[src/rtl/fp16_pkg.sv]
// FP16 (1-5-10, bias 15) format definitions shared by the SFU FP16 datapaths.
package fp16_pkg;

    localparam int unsigned EXP_BITS = 5;
    localparam int unsigned MAN_BITS = 10;
    localparam int unsigned BIAS     = 15;
    localparam int unsigned SIG_BITS = MAN_BITS + 1;

    typedef struct packed {
        logic                sign;
        logic [EXP_BITS-1:0] exponent;
        logic [MAN_BITS-1:0] mantissa;
    } fp16_t;

    typedef enum logic [1:0] {
        ZERO,
        NORMAL,
        INF,
        NAN
    } fp_class_e;

    // Subnormals are classed as ZERO: the SFU datapaths flush them.
    function automatic fp_class_e classify(input fp16_t x);
        fp_class_e cls;
        cls = NORMAL;
        if (x.exponent == '0) begin
            cls = ZERO;
        end else if (x.exponent == '1) begin
            cls = (x.mantissa == '0) ? INF : NAN;
        end
        return cls;
    endfunction

endpackage

[src/rtl/fp16_rne_shift.sv]
// Right shift of a significand by i_amt with round-to-nearest-even on the
// discarded bits. i_amt must be >= 1; shifts past W+1 give zero outright.
module fp16_rne_shift
    import fp16_pkg::*;
#(
    parameter int unsigned W     = SIG_BITS,
    parameter int unsigned AMT_W = 7
) (
    input  logic [W-1:0]     i_sig,
    input  logic [AMT_W-1:0] i_amt,
    output logic [W-1:0]     o_mag
);

    localparam int unsigned KMAX = W + 1;

    logic [W-1:0] w_shifted;
    logic         w_guard;
    logic         w_sticky;
    logic         w_round_up;

    // Truncated quotient plus guard (first dropped bit) and sticky (the rest).
    always_comb begin
        w_shifted = i_sig >> i_amt;
        w_guard   = 1'b0;
        w_sticky  = 1'b0;
        for (int i = 0; i < int'(W); i++) begin
            if (AMT_W'(i + 1) == i_amt) begin
                w_guard = i_sig[i];
            end else if (AMT_W'(i + 1) < i_amt) begin
                w_sticky = w_sticky | i_sig[i];
            end
        end
        w_round_up = w_guard && (w_sticky || w_shifted[0]);
        if (i_amt > AMT_W'(KMAX)) begin
            w_shifted  = '0;
            w_round_up = 1'b0;
        end
        o_mag = w_shifted + W'(w_round_up);
    end

endmodule

[src/rtl/fp16_to_fixed_conv.sv]
// Two-stage streaming FP16 -> signed fixed-point converter with RNE rounding,
// saturation and per-result overflow/invalid flags.
module fp16_to_fixed_conv
    import fp16_pkg::*;
#(
    parameter int unsigned INT_WIDTH = 16,
    parameter int unsigned FRAC_BITS = 0
) (
    input  logic                 clk_i,
    input  logic                 rst_ni,
    input  logic                 in_valid_i,
    output logic                 in_ready_o,
    input  logic [15:0]          in_data_i,
    output logic                 out_valid_o,
    input  logic                 out_ready_i,
    output logic [INT_WIDTH-1:0] out_data_o,
    output logic                 out_ovf_o,
    output logic                 out_inv_o
);

    // Magnitude must hold INT_WIDTH+1 bits and any right-shifted, rounded significand.
    localparam int unsigned MAG_W  = (INT_WIDTH + 1 > SIG_BITS + 1) ? INT_WIDTH + 1 : SIG_BITS + 1;
    localparam int unsigned SH_W   = 7;
    localparam int          SH_OFS = int'(BIAS + MAN_BITS) - int'(FRAC_BITS);
    localparam int          SH_MAX = int'(INT_WIDTH) - int'(SIG_BITS);

    localparam logic [MAG_W-1:0]     POS_LIM = (MAG_W'(1) << (INT_WIDTH - 1)) - MAG_W'(1);
    localparam logic [MAG_W-1:0]     NEG_LIM = MAG_W'(1) << (INT_WIDTH - 1);
    localparam logic [INT_WIDTH-1:0] MAX_POS = {1'b0, {(INT_WIDTH - 1){1'b1}}};
    localparam logic [INT_WIDTH-1:0] MIN_NEG = {1'b1, {(INT_WIDTH - 1){1'b0}}};

    // ---------------- handshake ----------------
    logic w_stall2;
    logic w_load2;

    logic                    r_v1;
    logic                    r_sign1;
    logic [SIG_BITS-1:0]     r_sig1;
    fp_class_e               r_cls1;
    logic signed [SH_W-1:0]  r_sh1;

    logic                    r_out_valid;
    logic [INT_WIDTH-1:0]    r_out_data;
    logic                    r_out_ovf;
    logic                    r_out_inv;

    assign w_stall2   = r_out_valid && !out_ready_i;
    assign w_load2    = !w_stall2;
    assign in_ready_o = !r_v1 || w_load2;

    // ---------------- S1: unpack ----------------
    fp16_t                  w_in;
    fp_class_e              w_cls;
    logic signed [SH_W-1:0] w_sh;

    assign w_in  = fp16_t'(in_data_i);
    assign w_cls = classify(w_in);
    assign w_sh  = SH_W'(int'(w_in.exponent) - SH_OFS);

    // S1 register: advances whenever S2 takes its contents or it is empty.
    always_ff @(posedge clk_i or negedge rst_ni) begin
        if (!rst_ni) begin
            r_v1    <= 1'b0;
            r_sign1 <= 1'b0;
            r_sig1  <= '0;
            r_cls1  <= ZERO;
            r_sh1   <= '0;
        end else if (in_ready_o) begin
            r_v1 <= in_valid_i;
            if (in_valid_i) begin
                r_sign1 <= w_in.sign;
                r_sig1  <= {1'b1, w_in.mantissa};
                r_cls1  <= w_cls;
                r_sh1   <= w_sh;
            end
        end
    end

    // ---------------- S2: shift / round / saturate ----------------
    logic                 w_sh_neg;
    logic [SH_W-1:0]      w_amt;
    logic                 w_force_ovf;
    logic [MAG_W-1:0]     w_mag_left;
    logic [SIG_BITS-1:0]  w_mag_right;
    logic [MAG_W-1:0]     w_mag;
    logic [MAG_W-1:0]     w_lim;
    logic [INT_WIDTH-1:0] w_mag_t;

    assign w_sh_neg    = r_sh1[SH_W-1];
    assign w_amt       = SH_W'(-r_sh1);
    assign w_force_ovf = !w_sh_neg && (int'(r_sh1) > SH_MAX);
    assign w_mag_left  = MAG_W'(r_sig1) << r_sh1[SH_W-2:0];

    fp16_rne_shift #(
        .W     (SIG_BITS),
        .AMT_W (SH_W)
    ) u_rne_shift (
        .i_sig (r_sig1),
        .i_amt (w_amt),
        .o_mag (w_mag_right)
    );

    assign w_mag   = w_sh_neg ? MAG_W'(w_mag_right) : w_mag_left;
    assign w_lim   = r_sign1 ? NEG_LIM : POS_LIM;
    assign w_mag_t = w_mag[INT_WIDTH-1:0];

    logic [INT_WIDTH-1:0] w_res_data;
    logic                 w_res_ovf;
    logic                 w_res_inv;

    // Result selection per operand class; negative limit allows exactly -2^(W-1).
    always_comb begin
        w_res_data = '0;
        w_res_ovf  = 1'b0;
        w_res_inv  = 1'b0;
        case (r_cls1)
            NAN: begin
                w_res_inv = 1'b1;
            end
            INF: begin
                w_res_ovf  = 1'b1;
                w_res_data = r_sign1 ? MIN_NEG : MAX_POS;
            end
            NORMAL: begin
                if (w_force_ovf || (w_mag > w_lim)) begin
                    w_res_ovf  = 1'b1;
                    w_res_data = r_sign1 ? MIN_NEG : MAX_POS;
                end else begin
                    w_res_data = r_sign1 ? (~w_mag_t + INT_WIDTH'(1)) : w_mag_t;
                end
            end
            default: begin
                w_res_data = '0;
            end
        endcase
    end

    // Output register: holds while the consumer stalls.
    always_ff @(posedge clk_i or negedge rst_ni) begin
        if (!rst_ni) begin
            r_out_valid <= 1'b0;
            r_out_data  <= '0;
            r_out_ovf   <= 1'b0;
            r_out_inv   <= 1'b0;
        end else if (w_load2) begin
            r_out_valid <= r_v1;
            if (r_v1) begin
                r_out_data <= w_res_data;
                r_out_ovf  <= w_res_ovf;
                r_out_inv  <= w_res_inv;
            end
        end
    end

    assign out_valid_o = r_out_valid;
    assign out_data_o  = r_out_data;
    assign out_ovf_o   = r_out_ovf;
    assign out_inv_o   = r_out_inv;

endmodule
[config.mk]
export PLATFORM = sky130hd
export DESIGN_NAME = fp16_to_fixed_conv
export DESIGN_NICKNAME = d
export VERILOG_FILES = /design/src/rtl/fp16_pkg.sv /design/src/rtl/fp16_rne_shift.sv /design/src/rtl/fp16_to_fixed_conv.sv
export SDC_FILE = /design/constraint.sdc
export NUM_CORES = 1
export LEC_CHECK = 0
export BUFFER_PORTS_ARGS = -buffer_cell sky130_fd_sc_hd__buf_2
export CORE_UTILIZATION = 44
export CTS_BUF_LIST = sky130_fd_sc_hd__clkbuf_2
export DETAILED_ROUTE_END_ITERATION = 8
export GPL_TIMING_DRIVEN = 1
export MAX_ROUTING_LAYER = met4
export PLACE_DENSITY = 0.66
export SETUP_SLACK_MARGIN = 0.3
export SYNTH_ARGS = -nofsm -noshare
export SYNTH_HDL_FRONTEND = slang
export SYNTH_SLANG_ARGS = --single-unit
export TNS_END_PERCENT = 1
[constraint.sdc]
create_clock -name clk_i -period 5.8 [get_ports clk_i]
set_clock_uncertainty 0.2 [all_clocks]
set_input_delay 1.16 -clock clk_i [delete_from_list [all_inputs] [get_ports clk_i]]
set_output_delay 1.16 -clock clk_i [all_outputs]
set_load 0.02 [all_outputs]
==> flow_summary.ini <==
[routing]
vias_per_cell = 6.041
finalWirelength_um = 18080
drcViolationCount = 0
wire_per_inst_um = 19.54
drt-initial-drc-count = 547
final_antenna_net_count = 0
via_count = 5588
dr.pass1.iters = 5

[cells_and_area]
diodes = 0
nets = 833
fill_cells = 1001
stdcell_area_um2 = 6710
drive_gt1_frac = 0.4025
utilization = 0.6190
area_delta_synth_final_pct = 37.30

[min_path]
hold_end = out_data_o[1]$_DFFE_PN0P_
hold_start = out_data_o[1]$_DFFE_PN0P_
whs_path_depth = 1
hp-class = reg2reg

[global_route]
met2_usage = 0.4917
met3_usage = 0.04237
grt_pass1_vias = 5430
use_met1 = 0.4580
grt_overflow = 0
antenna_found_initial = 0
gr-max-usage-layer = met2
grt_usage = 0.3261
grt_max_degree = 41
grt_pass1_wl_um = 28380

[clocking]
hold_buffers = 0
cts-root-buf = clkbuf_2
cts.sinks = 40
insertion_delay_ns = 0.43
numCtsBuffers = 5
path_clk_slew_ns = 0.22
cts_tree = built
htree_levels = 2
clk_path_buf_depth = 2

[critical_path]
cp-end-kind = flop
setup.worst_path.class = reg2reg
r2r-end = out_data_o[3]$_DFFE_PN0P_
critPathArrivalTime_ns = 6.04
worstPathRequired_ns = 5.94
cp_slowest_stage_delay_ns = 0.46
crit_slowest_cell = dfrtp_1
cp_common_cell = ha_4
start_kind = flop
r2r_start = r_sh1[1]$_DFFE_PN0P_
r2r_cells = 36
critPathMaxFanout = 7
worst-r2r-setup-slack_ns = -0.1

[synthesis]
synth_edf_count = 0
syn-num-nets = 669
synth.top_cells.by_area = dfrtp_1 20%, ha_1 7.4%, nand2_1 6.0%
yosysWarnings = 0
synth_compound_area_frac = 0.2744
synth_top_cell_by_area = dfrtp_1
synth-simple-area-share = 0.2427
synthArstFlopShare = 1.000
syn_area_per_cell_um2 = 7.883
ys_top_cells_by_count = 78 x nand2_1, 45 x nor2_1, 42 x a21oi_1
synth_top_family_by_area = compound AO/OA/AOI/OAI gates
synth_cells = 620
synth_ff_type = dfrtp_1
synth_top_area_frac = 0.2048
synth.most_common_cell = nand2_1
syn_area_um2 = 4887
synth_xor_area_frac = 0.02816
synth_cell_types = 86
ys_ff_latch = 40
muxShareOfSynthArea = 0.1119
synth_fa_ha_area_frac = 0.07424
seq_area_frac_synth = 0.2048

[power_and_ir_drop]
peakVddDrop_uv = 249.5
power_leakage_uw = 0.003079
power_density_nw_per_um2 = 293.2

[die]
dieArea_um2 = 11530
die_x_um = 107.4
fp.coreArea_um2 = 10840
initial_core_util = 0.4508
fp.dieH_um = 107.4
rows = 38
ios = 40

[timing]
worstMarginPinSlew_ns = 0.9189
fin_crit_ns = 5.895
fmax_mhz = 169.6
rsz0062_at_grt = true
finalHoldViolCount = 0
setup_viol = 10
finalMaxSlewViolations = 0
setup_slack_ns = -0.09519
finalCritPeriodShare = 1.016
max-slew-margin-rel = 0.3859

[place]
hpwl_um = 13560
gp_routability_congestion = 0.9417
io_buffers = 39
dpl_cell_area_um2 = 6038

[run_status]
failed_checks = negative setup slack
status = finished, violations left

[job]
cap_violations = 0
how the worst max path moves through the flow:
stage                              start                        end  depth (start not counted)
detailed placement  r_sh1[1]$_DFFE_PN0P_  out_data_o[3]$_DFFE_PN0P_                         30
finish              r_sh1[1]$_DFFE_PN0P_  out_data_o[3]$_DFFE_PN0P_                         36
global route        r_sh1[1]$_DFFE_PN0P_  out_data_o[8]$_DFFE_PN0P_                         33
floorplan           r_sh1[1]$_DFFE_PN0P_  out_data_o[8]$_DFFE_PN0P_                         35
global placement    r_sh1[1]$_DFFE_PN0P_  out_data_o[3]$_DFFE_PN0P_                         30
CTS                 r_sh1[1]$_DFFE_PN0P_  out_data_o[8]$_DFFE_PN0P_                         35
layer usage:
metal  up-vias  routed length (um)
li1       2629                   -
met1      2689                8261
met2       238                8068
met3        32                1413
met4         0                 331
met5         -                   0
report_power, final:
part	internal, uW	switching, uW
combinational	635	789
clock	70.1	93.0
sequential	329	50.3
metrics by stage:
| stage | hold slack, ns | std cells | power, uW | setup WS, ns | setup TNS (ns) |
|---|---|---|---|---|---|
| 2_1_floorplan | 0.2569 | 620 | 1173 | -0.05171 | -0.09420 |
| 3_3_place_gp | 0.2567 | 882 | 1617 | -0.1539 | -1.466 |
| 3_5_place_dp | 0.2599 | 882 | 1628 | -0.2827 | -2.988 |
| 4_1_cts | 0.3066 | 919 | 1880 | -0.02628 | -0.02628 |
| 5_1_grt | 0.3203 | 925 | 2088 | -0.4026 | -5.275 |
| 6_report | 0.3009 | 925 | 1967 | -0.09519 | -0.3968 |
placed cells by master (no fill, tap or decap), types with 6 or more instances in the layout:
cell type | synthesis | layout
a211oi_1 | 10 | 8
a21o_1 | 7 | 7
a21oi_1 | 42 | 38
and3_1 | 6 | 6
buf_2 | 6 | 39
buf_4 | 4 | 142
buf_6 | 5 | 10
dfrtp_1 | 40 | 40
ha_1 | 29 | 23
ha_4 | 0 | 6
inv_1 | 29 | 26
mux2_2 | 17 | 18
mux2i_1 | 22 | 21
nand2_1 | 78 | 75
nand2b_1 | 12 | 10
nand3_1 | 16 | 12
nand3_2 | 2 | 6
nand4_1 | 8 | 8
nor2_1 | 45 | 39
nor2b_1 | 7 | 6
nor3_1 | 16 | 13
o21a_1 | 9 | 9
o21ai_0 | 35 | 27
o21ai_1 | 5 | 11
o31ai_1 | 7 | 6
or2_2 | 8 | 7
xnor2_1 | 8 | 6
state kept, by name (all words and copies together), names as in the netlist:
name,flops
r_cls1,2
out_valid_o,1
r_sig1,11
out_inv_o,1
r_sh1,6
out_data_o,16
r_sign1,1
r_v1,1
out_ovf_o,1
area by class of cell:
cell class                      instances  area, um2  share of cell area
Clock buffer                            5      25.02            0.003729
Timing Repair Buffer                  192       1394              0.2077
Multi-Input combinational cell        513       3949              0.5885
Clock inverter                          3      37.54            0.005594
Sequential cell                        40       1001              0.1492
Tap cell                              140      175.2             0.02610
Inverter                               32      128.9             0.01921
repair_timing:
item | 4_1_cts | 5_1_grt
pin swaps | 27 | 25
setup endpoints to repair | 17 | 17
setup buffers | 29 | 6
gates resized for setup | 39 | 33
cloned | 0 | 0
critical path, delay by kind of cell (launching register included):
kind,cells,cell delay [ns]
AO/OA/AOI/OAI,12,1.88
adder cells (fa/ha/maj),4,0.93
buffers and inverters,8,0.96
flip-flops,1,0.46
AND/OR/NAND/NOR,12,1.38
cells by family (layout without fill, tap and decap cells):
group                    after synthesis  in the layout
adder cells (fa/ha/maj)               29             29
flip-flops                            40             40
AO/OA/AOI/OAI                        193            193
XOR/XNOR                              14             14
AND/OR/NAND/NOR                      231            231
multiplexers                          46             46
buffers and inverters                 67            232
No activity file was read; power rests on OpenSTA's default activity.
